$ cat src/rtl/cpu_types_pkg.sv
// Shared CPU types: RAM handshake states, the word type and the memory arbiter's grant states.
package cpu_types_pkg;

    localparam int WORD_BITS = 32;

    typedef logic [WORD_BITS-1:0] word_t;

    typedef enum logic [1:0] {
        FREE   = 2'd0,
        BUSY   = 2'd1,
        ACCESS = 2'd2,
        ERROR  = 2'd3
    } ramstate_t;

    typedef enum logic [1:0] {
        IDLE = 2'd0,
        DACC = 2'd1,
        IACC = 2'd2
    } arb_state_t;

endpackage

$ cat src/rtl/arb_watchdog.sv
// Grant-age counter: cleared while idle, saturates at TIMEOUT-1 and flags expiry there.
module arb_watchdog #(
    parameter int TIMEOUT = 64
) (
    input  logic clk,
    input  logic rst_n,
    input  logic clear,
    output logic expire
);

    localparam int CW = (TIMEOUT > 2) ? $clog2(TIMEOUT) : 1;
    localparam logic [CW-1:0] LIMIT = CW'(TIMEOUT - 1);

    logic [CW-1:0] wdog;

    always_ff @(posedge clk or negedge rst_n) begin
        if (!rst_n) begin
            wdog <= '0;
        end else if (clear) begin
            wdog <= '0;
        end else if (wdog != LIMIT) begin
            wdog <= wdog + CW'(1);
        end
    end

    assign expire = (wdog == LIMIT);

endmodule

$ cat src/rtl/mem_arbiter.sv
// Serialises instruction fetch and data requests onto a single RAM port; data wins ties
// unless the previous grant was data, and a watchdog aborts grants that never see ACCESS.
module mem_arbiter
    import cpu_types_pkg::*;
#(
    parameter int WORD_W  = 32,
    parameter int TIMEOUT = 64,
    parameter int CNT_W   = 16
) (
    input  logic              CLK,
    input  logic              nRST,
    input  logic              iREN,
    input  logic [WORD_W-1:0] iaddr,
    input  logic              dmemREN,
    input  logic              dmemWEN,
    input  logic [WORD_W-1:0] daddr,
    input  logic [WORD_W-1:0] dstore,
    input  logic [WORD_W-1:0] ramload,
    input  logic [1:0]        ramstate,
    output logic              ramREN,
    output logic              ramWEN,
    output logic [WORD_W-1:0] ramaddr,
    output logic [WORD_W-1:0] ramstore,
    output logic              ihit,
    output logic              dhit,
    output logic [WORD_W-1:0] iload,
    output logic [WORD_W-1:0] dload,
    output logic              mem_err,
    output logic [CNT_W-1:0]  icount,
    output logic [CNT_W-1:0]  dcount
);

    arb_state_t state;
    ramstate_t  rs;
    logic       last_d;
    logic       dreq;
    logic       owner_req;
    logic       access;
    logic       expire;
    logic       wd_clear;

    assign rs   = ramstate_t'(ramstate);
    assign dreq = dmemREN | dmemWEN;

    // RAM port follows the current owner combinationally; nothing is latched.
    always_comb begin
        owner_req = 1'b0;
        ramREN    = 1'b0;
        ramWEN    = 1'b0;
        ramaddr   = '0;
        ramstore  = '0;
        unique case (state)
            DACC: begin
                owner_req = dreq;
                ramaddr   = daddr;
                ramstore  = dstore;
                ramWEN    = dmemWEN;
                ramREN    = dmemREN & ~dmemWEN;
            end
            IACC: begin
                owner_req = iREN;
                ramaddr   = iaddr;
                ramREN    = iREN;
            end
            default: ;
        endcase
    end

    assign access = owner_req && (rs == ACCESS);
    assign dhit   = access && (state == DACC);
    assign ihit   = access && (state == IACC);
    assign dload  = dhit ? ramload : '0;
    assign iload  = ihit ? ramload : '0;

    assign wd_clear = (state == IDLE);

    arb_watchdog #(
        .TIMEOUT (TIMEOUT)
    ) u_wdog (
        .clk    (CLK),
        .rst_n  (nRST),
        .clear  (wd_clear),
        .expire (expire)
    );

    always_ff @(posedge CLK or negedge nRST) begin
        if (!nRST) begin
            state   <= IDLE;
            last_d  <= 1'b0;
            mem_err <= 1'b0;
            icount  <= '0;
            dcount  <= '0;
        end else begin
            unique case (state)
                IDLE: begin
                    if (dreq && !(iREN && last_d)) begin
                        state <= DACC;
                    end else if (iREN) begin
                        state <= IACC;
                    end
                end
                DACC, IACC: begin
                    if (!owner_req) begin
                        // Withdrawn request (flush): drop the grant silently.
                        state <= IDLE;
                    end else if (access) begin
                        state  <= IDLE;
                        last_d <= (state == DACC);
                        if (state == DACC) begin
                            if (dcount != '1) dcount <= dcount + CNT_W'(1);
                        end else begin
                            if (icount != '1) icount <= icount + CNT_W'(1);
                        end
                    end else if (rs == ERROR || expire) begin
                        mem_err <= 1'b1;
                        state   <= IDLE;
                    end
                end
                default: state <= IDLE;
            endcase
        end
    end

endmodule

$ cat config.mk
export PLATFORM = sky130hd
export DESIGN_NAME = mem_arbiter
export DESIGN_NICKNAME = d
export VERILOG_FILES = /design/src/rtl/cpu_types_pkg.sv /design/src/rtl/arb_watchdog.sv /design/src/rtl/mem_arbiter.sv
export SDC_FILE = /design/constraint.sdc
export NUM_CORES = 1
export LEC_CHECK = 0
export CORE_MARGIN = 2
export CORE_UTILIZATION = 25
export DETAILED_ROUTE_END_ITERATION = 6
export MAX_ROUTING_LAYER = met4
export PLACE_DENSITY = 0.66
export SETUP_SLACK_MARGIN = 0.4
export SYNTH_ARGS = -nofsm -noshare
export SYNTH_HDL_FRONTEND = slang
export SYNTH_SLANG_ARGS = --single-unit
$ cat constraint.sdc
create_clock -name CLK -period 2.2 [get_ports CLK]
set_input_delay 0.33 -clock CLK [delete_from_list [all_inputs] [get_ports CLK]]
set_output_delay 0.33 -clock CLK [all_outputs]
set_load 0.01 [all_outputs]
* After elaboration in Yosys (flattened, before gate mapping)
Index checks and enable logic that the tools add are counted. W data, S select, Z words.
Word-level totals: register bits 42, input port bits 135, output and inout bits 165, word-level logic and storage cells 54
Cells by class: add/sub/neg operators 3, equal/unequal tests 10, muxes and demuxes 15, bitwise gates (word level) 5, reductions and logical operators 15
Operators by type and width (count):
- $mux W32 | 3
- $pmux W32 S2 | 1
- $add A16 B1 Y16 const B | 2
- $ne A16 B16 Y1 const B | 2
- $mux W6 | 2
- $mux W2 | 5
- $reduce_and A5 Y1 | 2
- $add A6 B1 Y6 const B | 1
- $eq A2 B2 Y1 const B | 3
- $eq A6 B6 Y1 const B | 1
- $ne A6 B6 Y1 const B | 1
- $logic_and A1 B1 Y1 | 5
- $ne A4 B4 Y1 const B | 1
- $pmux W1 S2 | 2
- $pmux W2 S2 | 1
- $reduce_and A4 Y1 | 1
- $ne A3 B3 Y1 const B | 1
- $not A1 Y1 | 3
- $reduce_and A3 Y1 | 1
- $eq A2 B1 Y1 const B | 1
- $logic_not A2 Y1 | 1
- $reduce_and A2 Y1 | 1
- $reduce_bool A2 Y1 | 1
- $reduce_or A2 Y1 | 1
- 5 further kinds | 5

* Longest topological paths before layout
depth after elaboration 6, depth in mapped cells 8, depth with buffers taken out 6

* Modules after synthesis
Synthesis repeated with hierarchy kept, for this count alone.
Second synthesis, totals: cells, all modules 378, area, all modules 3184.3 um^2
Modules (own cells, without submodules):
- mem_arbiter | times used 1, cells each 349, area each 2864.0 um^2, sequential area each 900.9 um^2
- arb_watchdog | times used 1, cells each 29, area each 320.3 um^2, sequential area each 150.1 um^2

* Least setup slack after synthesis
No wires, ideal clock.
kind reg-to-output, start register state[0], end output iload[22], data arrival time 1763 ps, required time 1870 ps, path slack 107 ps, stages on the path, launching flop included 9, path buffers 2, cell sequence dfrtp_1 -> inv_1 -> ha_1 -> buf_2 -> and2_4 -> o21a_1 -> and3_1 -> clkbuf_1 -> and2_1
Between the ends: longest elaborated chain between the ends 5, elaborated cells on any way between the ends 6, classes of those cells eq/ne: 2; mux: 2; reduce/logical: 2
RTL lines:
- start, declared | line mem_arbiter.sv:33 | arb_state_t state;
- start signal, assigned | line mem_arbiter.sv:88 | state <= IDLE;
- start signal, assigned | line mem_arbiter.sv:97 | state <= DACC;
- start signal, assigned | line mem_arbiter.sv:99 | state <= IACC;
- $eq A2 B2 Y1 or $eq A2 B1 Y1 (tied branches) | line mem_arbiter.sv:52, mem_arbiter.sv:71
- $pmux W1 S2 | line mem_arbiter.sv:52 | unique case (state)
- $logic_and A1 B1 Y1 | line mem_arbiter.sv:69 | assign access = owner_req && (rs == ACCESS);
- $logic_and A1 B1 Y1 * | line mem_arbiter.sv:71 | assign ihit = access && (state == IACC);
- named net ihit | line mem_arbiter.sv:24 | output logic ihit,
- $mux W32 * | line mem_arbiter.sv:73 | assign iload = ihit ? ramload : '0;
- end, declared | line mem_arbiter.sv:26 | output logic [WORD_W-1:0] iload,
The timed path passes the listed nets; every way through them passes the cells marked *.

* Final worst setup path
start register state[0], end output iload[31]
Between the ends: longest elaborated chain between the ends 5, elaborated cells on any way between the ends 6, classes of those cells eq/ne: 2; mux: 2; reduce/logical: 2
RTL lines (line):
- $eq A2 B2 Y1 or $eq A2 B1 Y1 (tied branches) | mem_arbiter.sv:52, mem_arbiter.sv:71
- $pmux W1 S2 | mem_arbiter.sv:52
- $logic_and A1 B1 Y1 | mem_arbiter.sv:69
- $logic_and A1 B1 Y1 * | mem_arbiter.sv:71
- $mux W32 * | mem_arbiter.sv:73
Every way passes the cells marked *; elsewhere a longest branch is shown, timed or not.

==> summary.txt <==
Vias in the first global route - 4301
Period minus WS final - 2.35 ns
Startpoint Class - flop
Met3 wire length - 2.44 mm
Synth top area share - 30.4%
Reg power frac - 13.4%
Port bufs - 299
R2r startpoint - state[1]
FF+latch count, synth - 42
Share of layout cells above drive strength 1 - 54.9%
Placement Setup Slack - -0.366 ns
Total negative slack - -9.27 ns
GPL Wtd Cong - 1.06
Largest stage delay, worst path - 0.42 ns
Layout Skew - 0.00478 ns
Leading area contributor after synthesis - dfrtp_1
Mapped cell area - 3450 um2
Synth area leaders - dfrtp_1 (30%), and2_1 (18%), a22oi_1 (7.2%), xor2_1 (6.6%), nor2b_1 (6.0%)
Skew-Pair Late Insertion Delay - 0.28 ns
Max_slew headroom - 71.3%
Syn Inst Count - 398
Fin. max-slew vios - 0
Row cnt - 42
Largest net degree at the start of global routing - 24
Routed WL - 21.2 mm
Worst EP arrival - 2.02 ns
Top_reg_cell synth - dfrtp_1
Worst setup EP type - output port
Initial antenna violation count - 10
GR Overflow Total - 0
Clock transition at path regs - 0.06 ns
Final ANT Viol Nets - 0
DIE WIDTH - 122 um
CTS Buffer Depth - 2
Final worst path period share - 107%
Ys Warns - 0
Xor/xnor share of the synthesized area - 6.85%
CTS tree - yes
Multi-input gate area - 3130 um2
CP Data Required Time - 1.87 ns
Worst setup margin - -0.155 ns
TritonCTS Buffers - 5
Async S/R FF share, synth - 100%
Sw frac - 36.4%
Crit path buffers/inverters - 4
Metal2 WL - 9.51 mm
Violated checks - setup timing
Worst VDD drop - 0.000543 V
I/O pin count - 300
Unrepaired setup endpoints after global routing - true
Metal-1 WL - 8.80 mm
DIE AREA - 14800 um2
Detailed-router iteration count before antenna repair - 4
Largest family of logic cells by synthesized area - simple AND/OR/NAND/NOR gates
Routed wire length per instance - 22.1 um
Core area - 13300 um2
Syn nets - 540
Hold WC Path Type - input port to asynchronous set/reset pin
Worst Setup SP - state[0]
Mux contribution to synthesized area - 2.28%
Max_cap viols - 0
Pleak - 0.00389 uW
Pwr dens - 830 nW/um2
Seq/Total Area, Yosys - 30.4%
Vias/cell - 4.79
CP delay by family, top - simple AND/OR/NAND/NOR gates
Clk root buf - clkbuf_16
Adder-Cell Fraction of Synth Area - 2.54%
DPL Wire Length - 15.3 mm
Reg area - 1050 um2
Die Height - 122 um
Slowest library cell on the worst path - dfrtp_2
Syn-to-layout area delta - 157%
Status - complete, but fails checks
F_max - 425 MHz
Htree depth - 2
Syn avg cell area - 8.67 um2
R2R Setup Slk - 0 ns
Post-synthesis compound-gate area fraction - 12.2%
Initial DRC Count - 127
Combinational power share - 75.3%
Slew @ Worst Pin - 0.430 ns
Top Metal Used - met4
Final #Nets - 912
Post-synth EDFFs - 0
Final setup violation count - 86
Via count - 4588
Unique masters post-synth - 44
DRC - 0
First-pass GRT wire length - 27.3 mm
Simple-gate portion of the synthesized area - 40.7%
Critical path class - flop to output port
Total global-route track usage - 25.8%
Starting Density - 25.9%
Internal Power - 4690 uW
Final hold vios - 0
Filler cells - 987
Sw power - 2680 uW
Clk sinks - 42
Crit-path cells - inv_4 > ha_4 > and2_4 > o21a_1 > and3_4 > buf_6 > clkbuf_16 > and2_1 > buf_2
Crit Path Max Fanout - 8
Clock Power Share - 11.3%
## routing by layer
metal  vias to the layer above  track usage [%]
met5                         -                -
met1                      2187             32.9
met4                         0             3.74
met3                        32             13.3
met2                       217             37.3
li1                       2152                -
## layout by cell type, fill, tap and decap left out, drive strengths merged, types with 6 or more instances in the layout
cell type	instances
buf	207
clkdlybuf4s50	166
and2	99
dfrtp	42
a22oi	33
nor2b	33
xor2	26
clkbuf	25
nand2	19
nor4	14
nand3	12
nor3	11
diode	10
nand4	8
and3	8
mux2	7
ha	7
inv	6
## synth_stat cells (2+ instances only)
library cell / count
mux2_2: 7
buf_6: 5
o21ai_0: 4
nand4_1: 8
and4_1: 4
ha_1: 7
nor4_1: 9
nand2b_1: 3
nor4_2: 4
a31oi_1: 2
inv_1: 6
a22oi_1: 33
nor3b_1: 3
buf_2: 3
dfrtp_1: 42
and2_1: 98
a21oi_1: 3
o21a_1: 3
o2111ai_4: 2
and3_1: 8
nor3_1: 11
nor4b_1: 2
nand2_1: 19
xor2_1: 26
nor2b_1: 33
clkbuf_1: 20
nor2_1: 5
nand3_1: 12
## layout make-up
type | count | area share [%]
Multi-Input combinational cell | 321 | 35.2
Clock buffer | 6 | 1.45
Inverter | 6 | 0.310
Tap cell | 176 | 2.48
Timing Repair Buffer | 394 | 48.0
Clock inverter | 2 | 0.422
Sequential cell | 42 | 11.8
Antenna cell | 10 | 0.282
## registers in the layout, summed over array words and instances (netlist names)
register     flops
dcount          16
icount          16
state            2
u_wdog.wdog      6
mem_err          1
last_d           1
## worst paths after layout
path,cells past startpoint,endpoint
worst max-delay path,9,iload[31]
worst min-delay path,2,icount[2]
worst max register to register,9,dcount[15]
worst min register to register,1,mem_err
max in group asynchronous,3,dcount[3]
min in group CLK,1,mem_err
## metrics by stage
stage	area, um2	instances	power [uW]	hold slack, ns	util (%)
6_report	8880	957	7370	0.477	66.6
5_1_grt	8880	957	7690	0.501	66.6
4_1_cts	7650	903	5800	0.476	57.3
3_5_place_dp	7000	878	4360	0.250	52.4
3_3_place_gp	7000	878	4350	0.245	52.4
2_1_floorplan	3680	398	2450	0.0344	-
## power groups by stage
stage | registers, uW | clock network [uW] | logic, uW
floorplan | 981 | 0 | 1470
global placement | 981 | 0 | 3370
detailed placement | 985 | 0 | 3380
CTS | 979 | 852 | 3970
global route | 1010 | 886 | 5800
finish | 989 | 833 | 5550
## what timing repair did
| item | CTS | global route |
|---|---|---|
| gates resized for setup | 487 | 357 |
| cloned | 5 | 10 |
| endpoints found under the setup margin | 163 | 166 |
| endpoints found under the hold margin | 13 | 0 |
| pin swaps | 2 | 58 |
| buffers inserted | 11 | 34 |
| hold buffers | 1 | 0 |
## cell families after synthesis
family,count (synthesis)
and+or+nand+nor,227
AOI/OAI and AO/OA,53
DFF,42
buffers and inverters,35
xor gates and xnor gates,27
muxes,7
adders and majority gates,7
Note: power is estimated with default switching activity, not from simulation.
